## src/rtl/fp32_div.sv

```systemverilog
// -----------------------------------------------------------------------------
// fp32_div : sequential IEEE-754 binary32 divider, result = a / b.
//
// Iterative restoring mantissa division. The block accepts one operation at a
// time with a valid/ready handshake on both the operand and the result side.
// Round-to-nearest-even, gradual underflow, canonical NaN 0xFFC00000.
//
// Parameters
//   BITS_PER_CYCLE : quotient bits retired per DIV cycle (1 or 2)
//
// Ports
//   clk        in   rising-edge clock
//   rst        in   synchronous, active-high reset
//   in_valid   in   operands valid
//   in_ready   out  block idle, operands may be accepted
//   a          in   dividend, binary32
//   b          in   divisor, binary32
//   out_valid  out  result valid, held until accepted
//   out_ready  in   consumer accepts the result
//   result     out  quotient, binary32
//
// Configuration macro
//   FP32_DIV_FTZ_EN : when defined, subnormal inputs are treated as signed
//                     zero and results below 2^-126 are flushed to signed
//                     zero; the underflow shifter and the leading-zero
//                     normaliser are not built.
// -----------------------------------------------------------------------------
module fp32_div #(
    parameter int BITS_PER_CYCLE = 1
) (
    input  logic        clk,
    input  logic        rst,
    input  logic        in_valid,
    output logic        in_ready,
    input  logic [31:0] a,
    input  logic [31:0] b,
    output logic        out_valid,
    input  logic        out_ready,
    output logic [31:0] result
);

    localparam int          N_ITER    = 26 / BITS_PER_CYCLE;
    localparam logic [4:0]  LAST_CNT  = 5'(N_ITER - 1);
    localparam logic [31:0] CANON_NAN = 32'hFFC0_0000;

    typedef enum logic [2:0] {
        S_IDLE = 3'd0,
        S_NORM = 3'd1,
        S_DIV  = 3'd2,
        S_RND  = 3'd3,
        S_OUT  = 3'd4
    } state_t;

    state_t            r_state;
    state_t            w_state_next;
    logic [30:0]       r_a;
    logic [30:0]       r_b;
    logic              r_sign;
    logic signed [9:0] r_ze;
    logic [25:0]       r_rem;
    logic [23:0]       r_bm;
    logic [25:0]       r_q;
    logic [4:0]        r_cnt;
    logic [31:0]       r_result;
    logic              r_out_valid;
    logic              r_in_ready;
`ifdef FP32_DIV_FTZ_EN
    logic              r_flush;
    logic              w_norm_flush;
`endif

    logic              w_accept;
    logic              w_special;
    logic [31:0]       w_special_res;
    logic [25:0]       w_norm_rem;
    logic [23:0]       w_norm_bm;
    logic signed [9:0] w_norm_ze;
    logic [25:0]       w_div_rem;
    logic [25:0]       w_div_q;
    logic [31:0]       w_rnd_result;

    assign in_ready  = r_in_ready;
    assign out_valid = r_out_valid;
    assign result    = r_result;
    assign w_accept  = in_valid && r_in_ready;

    // Unbiased exponent; a zero exponent field means 2^-126 (subnormal).
    function automatic logic signed [9:0] unbias(input logic [7:0] e);
        if (e == 8'd0) begin
            return -10'sd126;
        end else begin
            return $signed({2'b00, e}) - 10'sd127;
        end
    endfunction

`ifndef FP32_DIV_FTZ_EN
    // Leading-zero count of a non-zero 24-bit mantissa.
    function automatic logic [4:0] lzc24(input logic [23:0] m);
        logic [4:0] n;
        logic       found;
        n     = 5'd0;
        found = 1'b0;
        for (int i = 23; i >= 0; i--) begin
            if (!found) begin
                if (m[i]) begin
                    found = 1'b1;
                end else begin
                    n = n + 5'd1;
                end
            end else begin
                n = n;
            end
        end
        return n;
    endfunction
`endif

    // Classify the incoming operands; specials bypass the divider entirely.
    always_comb begin
        logic a_nan, b_nan, a_inf, b_inf, a_zero, b_zero, s;
        a_nan  = (&a[30:23]) && (|a[22:0]);
        b_nan  = (&b[30:23]) && (|b[22:0]);
        a_inf  = (&a[30:23]) && !(|a[22:0]);
        b_inf  = (&b[30:23]) && !(|b[22:0]);
`ifdef FP32_DIV_FTZ_EN
        a_zero = !(|a[30:23]);
        b_zero = !(|b[30:23]);
`else
        a_zero = !(|a[30:0]);
        b_zero = !(|b[30:0]);
`endif
        s             = a[31] ^ b[31];
        w_special     = 1'b1;
        w_special_res = CANON_NAN;
        if (a_nan || b_nan) begin
            w_special_res = CANON_NAN;
        end else if ((a_inf && b_inf) || (a_zero && b_zero)) begin
            w_special_res = CANON_NAN;
        end else if (a_inf || b_zero) begin
            w_special_res = {s, 8'hFF, 23'd0};
        end else if (b_inf || a_zero) begin
            w_special_res = {s, 31'd0};
        end else begin
            w_special     = 1'b0;
            w_special_res = CANON_NAN;
        end
    end

    // Normalise both mantissas and pre-shift the dividend so the quotient is in [1,2).
    always_comb begin
        logic [23:0]       am, bm;
        logic signed [9:0] ae, be, ze;
`ifndef FP32_DIV_FTZ_EN
        logic [4:0]        la, lb;
`endif
        am = {|r_a[30:23], r_a[22:0]};
        bm = {|r_b[30:23], r_b[22:0]};
        ae = unbias(r_a[30:23]);
        be = unbias(r_b[30:23]);
`ifndef FP32_DIV_FTZ_EN
        la = lzc24(am);
        lb = lzc24(bm);
        am = am << la;
        bm = bm << lb;
        ae = ae - $signed({5'd0, la});
        be = be - $signed({5'd0, lb});
`endif
        ze = ae - be;
        if (am < bm) begin
            w_norm_rem = {1'b0, am, 1'b0};
            ze         = ze - 10'sd1;
        end else begin
            w_norm_rem = {2'b00, am};
        end
        w_norm_bm = bm;
        w_norm_ze = ze;
`ifdef FP32_DIV_FTZ_EN
        w_norm_flush = (ze < -10'sd126);
`endif
    end

    // One DIV cycle: BITS_PER_CYCLE restoring subtract-and-shift steps.
    always_comb begin
        logic [25:0] rem, q;
        rem = r_rem;
        q   = r_q;
        for (int i = 0; i < BITS_PER_CYCLE; i++) begin
            if (rem >= {2'b00, r_bm}) begin
                rem = rem - {2'b00, r_bm};
                q   = {q[24:0], 1'b1};
            end else begin
                q   = {q[24:0], 1'b0};
            end
            rem = {rem[24:0], 1'b0};
        end
        w_div_rem = rem;
        w_div_q   = q;
    end

    // Denormalise (if needed), round to nearest even and pack the result.
    // q[25] is the integer bit, q[24:2] the fraction, q[1] guard, q[0] round.
    always_comb begin
        logic [25:0]       q;
        logic              sticky, inc;
        logic signed [9:0] ze;
        logic [24:0]       m25;
        logic [23:0]       m;
        logic [31:0]       res;
`ifndef FP32_DIV_FTZ_EN
        logic [9:0]        sh;
        logic [25:0]       mask;
`endif
        q      = r_q;
        sticky = |r_rem;
        ze     = r_ze;
`ifndef FP32_DIV_FTZ_EN
        sh   = 10'd0;
        mask = 26'd0;
        if (ze < -10'sd126) begin
            sh = 10'(-10'sd126 - ze);
            if (sh >= 10'd26) begin
                sticky = sticky | (|q);
                q      = 26'd0;
            end else begin
                mask   = (26'd1 << sh[4:0]) - 26'd1;
                sticky = sticky | (|(q & mask));
                q      = q >> sh[4:0];
            end
            ze = -10'sd126;
        end else begin
            sh = 10'd0;
        end
`endif
        inc = q[1] & (q[0] | sticky | q[2]);
        m25 = {1'b0, q[25:2]} + {24'd0, inc};
        // Carry out of the hidden bit: renormalise.
        if (m25[24]) begin
            m  = m25[24:1];
            ze = ze + 10'sd1;
        end else begin
            m  = m25[23:0];
        end
        if (ze > 10'sd127) begin
            res = {r_sign, 8'hFF, 23'd0};
        end else if (m == 24'd0) begin
            res = {r_sign, 31'd0};
        end else if (!m[23]) begin
            res = {r_sign, 8'h00, m[22:0]};
        end else begin
            res = {r_sign, 8'(ze + 10'sd127), m[22:0]};
        end
`ifdef FP32_DIV_FTZ_EN
        if (r_flush) begin
            w_rnd_result = {r_sign, 31'd0};
        end else begin
            w_rnd_result = res;
        end
`else
        w_rnd_result = res;
`endif
    end

    // Next-state logic.
    always_comb begin
        w_state_next = r_state;
        case (r_state)
            S_IDLE: begin
                if (in_valid) begin
                    w_state_next = w_special ? S_OUT : S_NORM;
                end else begin
                    w_state_next = S_IDLE;
                end
            end
            S_NORM: w_state_next = S_DIV;
            S_DIV: begin
                if (r_cnt == LAST_CNT) begin
                    w_state_next = S_RND;
                end else begin
                    w_state_next = S_DIV;
                end
            end
            S_RND: w_state_next = S_OUT;
            S_OUT: begin
                if (out_ready) begin
                    w_state_next = S_IDLE;
                end else begin
                    w_state_next = S_OUT;
                end
            end
            default: w_state_next = S_IDLE;
        endcase
    end

    // State register.
    always_ff @(posedge clk) begin
        if (rst) begin
            r_state <= S_IDLE;
        end else begin
            r_state <= w_state_next;
        end
    end

    // Handshake flags are registered copies of the state they announce.
    always_ff @(posedge clk) begin
        if (rst) begin
            r_in_ready  <= 1'b1;
            r_out_valid <= 1'b0;
        end else begin
            r_in_ready  <= (w_state_next == S_IDLE);
            r_out_valid <= (w_state_next == S_OUT);
        end
    end

    // Operand capture, divider iteration and result register.
    always_ff @(posedge clk) begin
        if (rst) begin
            r_a      <= 31'd0;
            r_b      <= 31'd0;
            r_sign   <= 1'b0;
            r_ze     <= 10'sd0;
            r_rem    <= 26'd0;
            r_bm     <= 24'd0;
            r_q      <= 26'd0;
            r_cnt    <= 5'd0;
            r_result <= 32'd0;
`ifdef FP32_DIV_FTZ_EN
            r_flush  <= 1'b0;
`endif
        end else begin
            case (r_state)
                S_IDLE: begin
                    if (w_accept) begin
                        r_a    <= a[30:0];
                        r_b    <= b[30:0];
                        r_sign <= a[31] ^ b[31];
                        if (w_special) begin
                            r_result <= w_special_res;
                        end
                    end
                end
                S_NORM: begin
                    r_rem   <= w_norm_rem;
                    r_bm    <= w_norm_bm;
                    r_ze    <= w_norm_ze;
                    r_q     <= 26'd0;
                    r_cnt   <= 5'd0;
`ifdef FP32_DIV_FTZ_EN
                    r_flush <= w_norm_flush;
`endif
                end
                S_DIV: begin
                    r_rem <= w_div_rem;
                    r_q   <= w_div_q;
                    r_cnt <= r_cnt + 5'd1;
                end
                S_RND: begin
                    r_result <= w_rnd_result;
                end
                default: begin
                    r_cnt <= r_cnt;
                end
            endcase
        end
    end

endmodule
```

## config.mk

```make
export PLATFORM = sky130hd
export DESIGN_NAME = fp32_div
export DESIGN_NICKNAME = d
export VERILOG_FILES = /design/src/rtl/fp32_div.sv
export SDC_FILE = /design/constraint.sdc
export NUM_CORES = 1
export LEC_CHECK = 0
export BUFFER_PORTS_ARGS = -buffer_cell sky130_fd_sc_hd__buf_2
export CAP_MARGIN = 40
export CELL_PAD_IN_SITES_DETAIL_PLACEMENT = 1
export CELL_PAD_IN_SITES_GLOBAL_PLACEMENT = 1
export CORE_ASPECT_RATIO = 0.9
export CORE_UTILIZATION = 43
export CTS_BUF_LIST = sky130_fd_sc_hd__clkbuf_8
export DETAILED_ROUTE_END_ITERATION = 7
export GPL_TIMING_DRIVEN = 0
export MAX_ROUTING_LAYER = met4
export PLACE_DENSITY = 0.8
export SLEW_MARGIN = 25
export SYNTH_ARGS = -nofsm -noshare
export SYNTH_HDL_FRONTEND = slang
export SYNTH_SLANG_ARGS = --single-unit
export TNS_END_PERCENT = 5
```

## constraint.sdc

```tcl
create_clock -name clk -period 21 [get_ports clk]
set_clock_uncertainty 0.2 [all_clocks]
set_input_delay 1.05 -clock clk [delete_from_list [all_inputs] [get_ports clk]]
set_output_delay 1.05 -clock clk [all_outputs]
set_load 0.01 [all_outputs]
```

==> results.py <==
metrics = {
    "setup_path": {
        "required_ps": 21310,
        "crit_slowest_cell": "or4_4",
        "end_kind": "flop",
        "worstPathArrival_ps": 20810,
        "slowest_delay_ps": 470,
        "reg2reg_depth": 107,
        "cp_max_fo": 6,
        "crit_type": "flop to flop",
        "r2r-start": "r_b[24]",
        "startpoint": "r_b[24]",
        "start_kind": "flop",
        "crit_top_cell": "ha_1",
    },
    "sta": {
        "fin_crit_sh_pct": 97.6,
        "hold_viol": 0,
        "final-setup-viol-count": 0,
        "max_freq_mhz": 48.8,
        "timing.hold.ws_ps": 272,
        "finalMaxSlewViolations": 0,
        "final.setup.worst_slack_ps": 496,
        "rsz0062_at_grt": "yes",
        "slew_headroom_pct": 33.1,
        "fin_setup_tns_ps": 0,
        "worstMarginPinSlew_ps": 1000,
        "fin_crit_ps": 20500,
    },
    "clock_network": {
        "root_buffer": "clkbuf_8",
        "clk_pin_slew_ps": 120,
        "holdBufCountCts": 0,
        "numCtsBuffers": 17,
        "htreeDepth": 4,
        "cts.sinks": 191,
        "clock_latency_ps": 610,
        "clk_path_buf_depth": 2,
        "cts_tree": "built",
    },
    "finish": {
        "num_antenna_cells": 0,
        "utilization_pct": 49.8,
        "area_growth_pct": 13.9,
        "fill_cells": 6538,
        "regArea_um2": 3830,
        "drive_gt1_share_pct": 13.5,
        "multi_input_area_um2": 17600,
        "fin_nets": 3524,
    },
    "placed_design": {
        "place_congestion": 0.982,
        "pre_cts_slack_ps": -2100,
        "dp_hpwl_mm": 71.9,
        "portBuffers": 101,
    },
    "global_routing": {
        "track_usage_pct": 35.0,
        "grt_pass1_wl_mm": 140,
        "grt_antenna_before_repair": 1,
        "globalRoute.totalOverflow": 0,
        "grt_max_degree": 23,
        "grt_pass1_vias": 24487,
    },
    "route": {
        "routedWlPerCell_um": 22.9,
        "drc": 0,
        "wl_met1_mm": 42.1,
        "antenna_left": 0,
        "drt_iter0_markers": 2182,
        "via_per_inst": 6.23,
        "vias": 24990,
        "firstDrtPassIters": 5,
        "drt_wl_total_mm": 91.9,
        "wl_met3_mm": 6.18,
        "met2_wirelength_mm": 41.5,
        "highest_layer": "met4",
    },
    "synth": {
        "syn_area_per_cell_um2": 7.07,
        "ys_dominant_reg_cell": "dfxtp_1",
        "ys_ff_latch": 191,
        "synth-seq-area-share_pct": 17.3,
        "synth_cells": 3131,
        "synth_simple_gate_area_share_pct": 27.6,
        "synthAdderAreaFrac_pct": 8.23,
        "synth-edff-count": 0,
        "ys_warn_count": 0,
        "async_reset_ff_share_pct": 0,
        "synth_compound_area_share_pct": 22.4,
        "synthMuxAreaShare_pct": 9.52,
        "synthDistinctLibCells": 107,
        "synth_top_family_by_area": "simple AND/OR/NAND/NOR gates",
        "netlist_area_um2": 22100,
        "synth_xor_area_share_pct": 8.93,
    },
    "power_and_ir_drop": {
        "peakVddDrop_uv": 169,
        "total_power_uw": 4920,
        "power.density_nw_per_um2": 195,
        "leakagePower_uw": 0.0102,
    },
    "floorplan": {
        "core_area_um2": 50700,
        "die_h_um": 217,
        "io_pins": 102,
        "dieArea_um2": 52400,
        "placementRows": 78,
        "die_w_um": 241,
        "start_util_pct": 43.7,
    },
    "min_path": {
        "min-delay-start": "result[11]",
        "hold_depth": 1,
        "hp-class": "flop to flop",
    },
    "job": {
        "maxCapViolations": 0,
    },
    "run_status": {
        "status": "complete, no violations",
    },
}
==> path summary, 6_finish.rpt <==
kind                                   end  slack [ps]
worst max-delay path               r_ze[9]         500
worst min-delay path            result[11]         270
worst max register to register     r_ze[9]         500
worst min register to register  result[11]         270
==> report_power, final <==
part,internal (µW),switching [µW]
Sequential,402,46.1
Combinational,1660,2530
Clock,107,181
Total,2170,2750
==> metrics by stage <==
step,instance area (µm²),cells
floorplan,22200,3135
global placement,23500,3916
detailed placement,23600,3926
CTS,24400,3972
global route,25200,4014
finish,25200,4014
==> area by class of cell <==
class / count / share of cell area (%)
Inverter: 134 / 2.02
Multi-Input combinational cell: 2605 / 69.8
Buffer: 203 / 3.63
Tap cell: 680 / 3.37
Timing Repair Buffer: 169 / 4.12
Sequential cell: 191 / 15.2
Clock inverter: 15 / 0.923
Clock buffer: 17 / 0.928
==> timing repair <==
item	4_1_cts	5_1_grt
pin swaps	14	66
resized for setup	56	142
endpoints found under the setup margin	35	35
buffers inserted	15	38
gates cloned	0	1
==> sequential cells by signal (all words and copies together), names as in the netlist <==
signal,count
r_state,3
r_ze,10
r_rem,26
r_bm,24
r_q,26
r_cnt,5
result,32
in_ready,1
r_b,31
r_a,31
r_sign,1
out_valid,1
==> kinds of logic after synthesis <==
logic type,after synthesis
buf+inv,339
compound gates,791
simple gates,1282
flops,191
xor+xnor,200
fa+ha+maj,140
mux,187
other cells,1
==> cell usage after synthesis, types with 16 or more instances <==
master / instances / area [µm²]
nor2_1: 325 / 1220
clkbuf_1: 152 / 571
a21o_1: 34 / 255
nor3_1: 58 / 290
nand2_1: 467 / 1750
buf_2: 25 / 125
a21oi_1: 262 / 1310
or3_1: 18 / 113
and2_1: 29 / 181
o21a_1: 16 / 120
xor2_1: 80 / 701
o21ai_0: 181 / 906
and3_1: 26 / 163
nand3_1: 86 / 430
a31oi_1: 28 / 175
ha_1: 124 / 1550
mux2_2: 38 / 428
a22oi_1: 53 / 398
buf_1: 21 / 78.8
xnor2_1: 103 / 902
mux2i_1: 134 / 1340
nor2b_1: 51 / 319
inv_1: 130 / 488
a211oi_1: 34 / 255
nand4_1: 45 / 282
nand2b_1: 38 / 238
or2_2: 19 / 119
nor4_1: 40 / 250
dfxtp_1: 191 / 3820
==> cell usage in the layout (no fill, tap or decap), types with 13 or more instances in the layout <==
master and count:
clkbuf_1 139, buf_1 21, o22ai_1 15, o21ai_0 157, and2_1 28, a221oi_1 13
mux4_2 15, a21oi_1 252, o31ai_1 13, and3_1 26, nand3_1 86, mux2_2 34
a21o_1 33, ha_1 114, xnor2_1 101, or3_1 18, buf_2 131, o21ai_1 25
nor2b_1 48, or2_2 19, o211ai_1 14, a31oi_1 27, nand4_1 45, nand2_1 462
clkbuf_8 17, inv_1 125, nor2_1 313, nor3_1 55, a22oi_1 53, nand2b_1 38
o21a_1 16, nor4_1 38, dfxtp_1 189, xor2_1 77, a211oi_1 30, mux2i_1 128
buf_4 58
==> layer usage <==
| metal | up-vias | global-route usage, % |
|---|---|---|
| li1 | 11517 | - |
| met2 | 870 | 54.1 |
| met3 | 131 | 5.10 |
| met5 | - | - |
| met4 | 0 | 9.49 |
| met1 | 12472 | 47.4 |
==> worst max-delay path, delay by kind of cell, from the launching register on <==
kind | cells | cell delay, ps
DFF | 1 | 370
buffers and inverters | 7 | 720
muxes | 7 | 1360
AOI/OAI and AO/OA | 34 | 6430
xor gates and xnor gates | 3 | 560
adders and majority gates | 24 | 6700
and+or+nand+nor | 32 | 4040
Power figures use the tool's default switching activity.
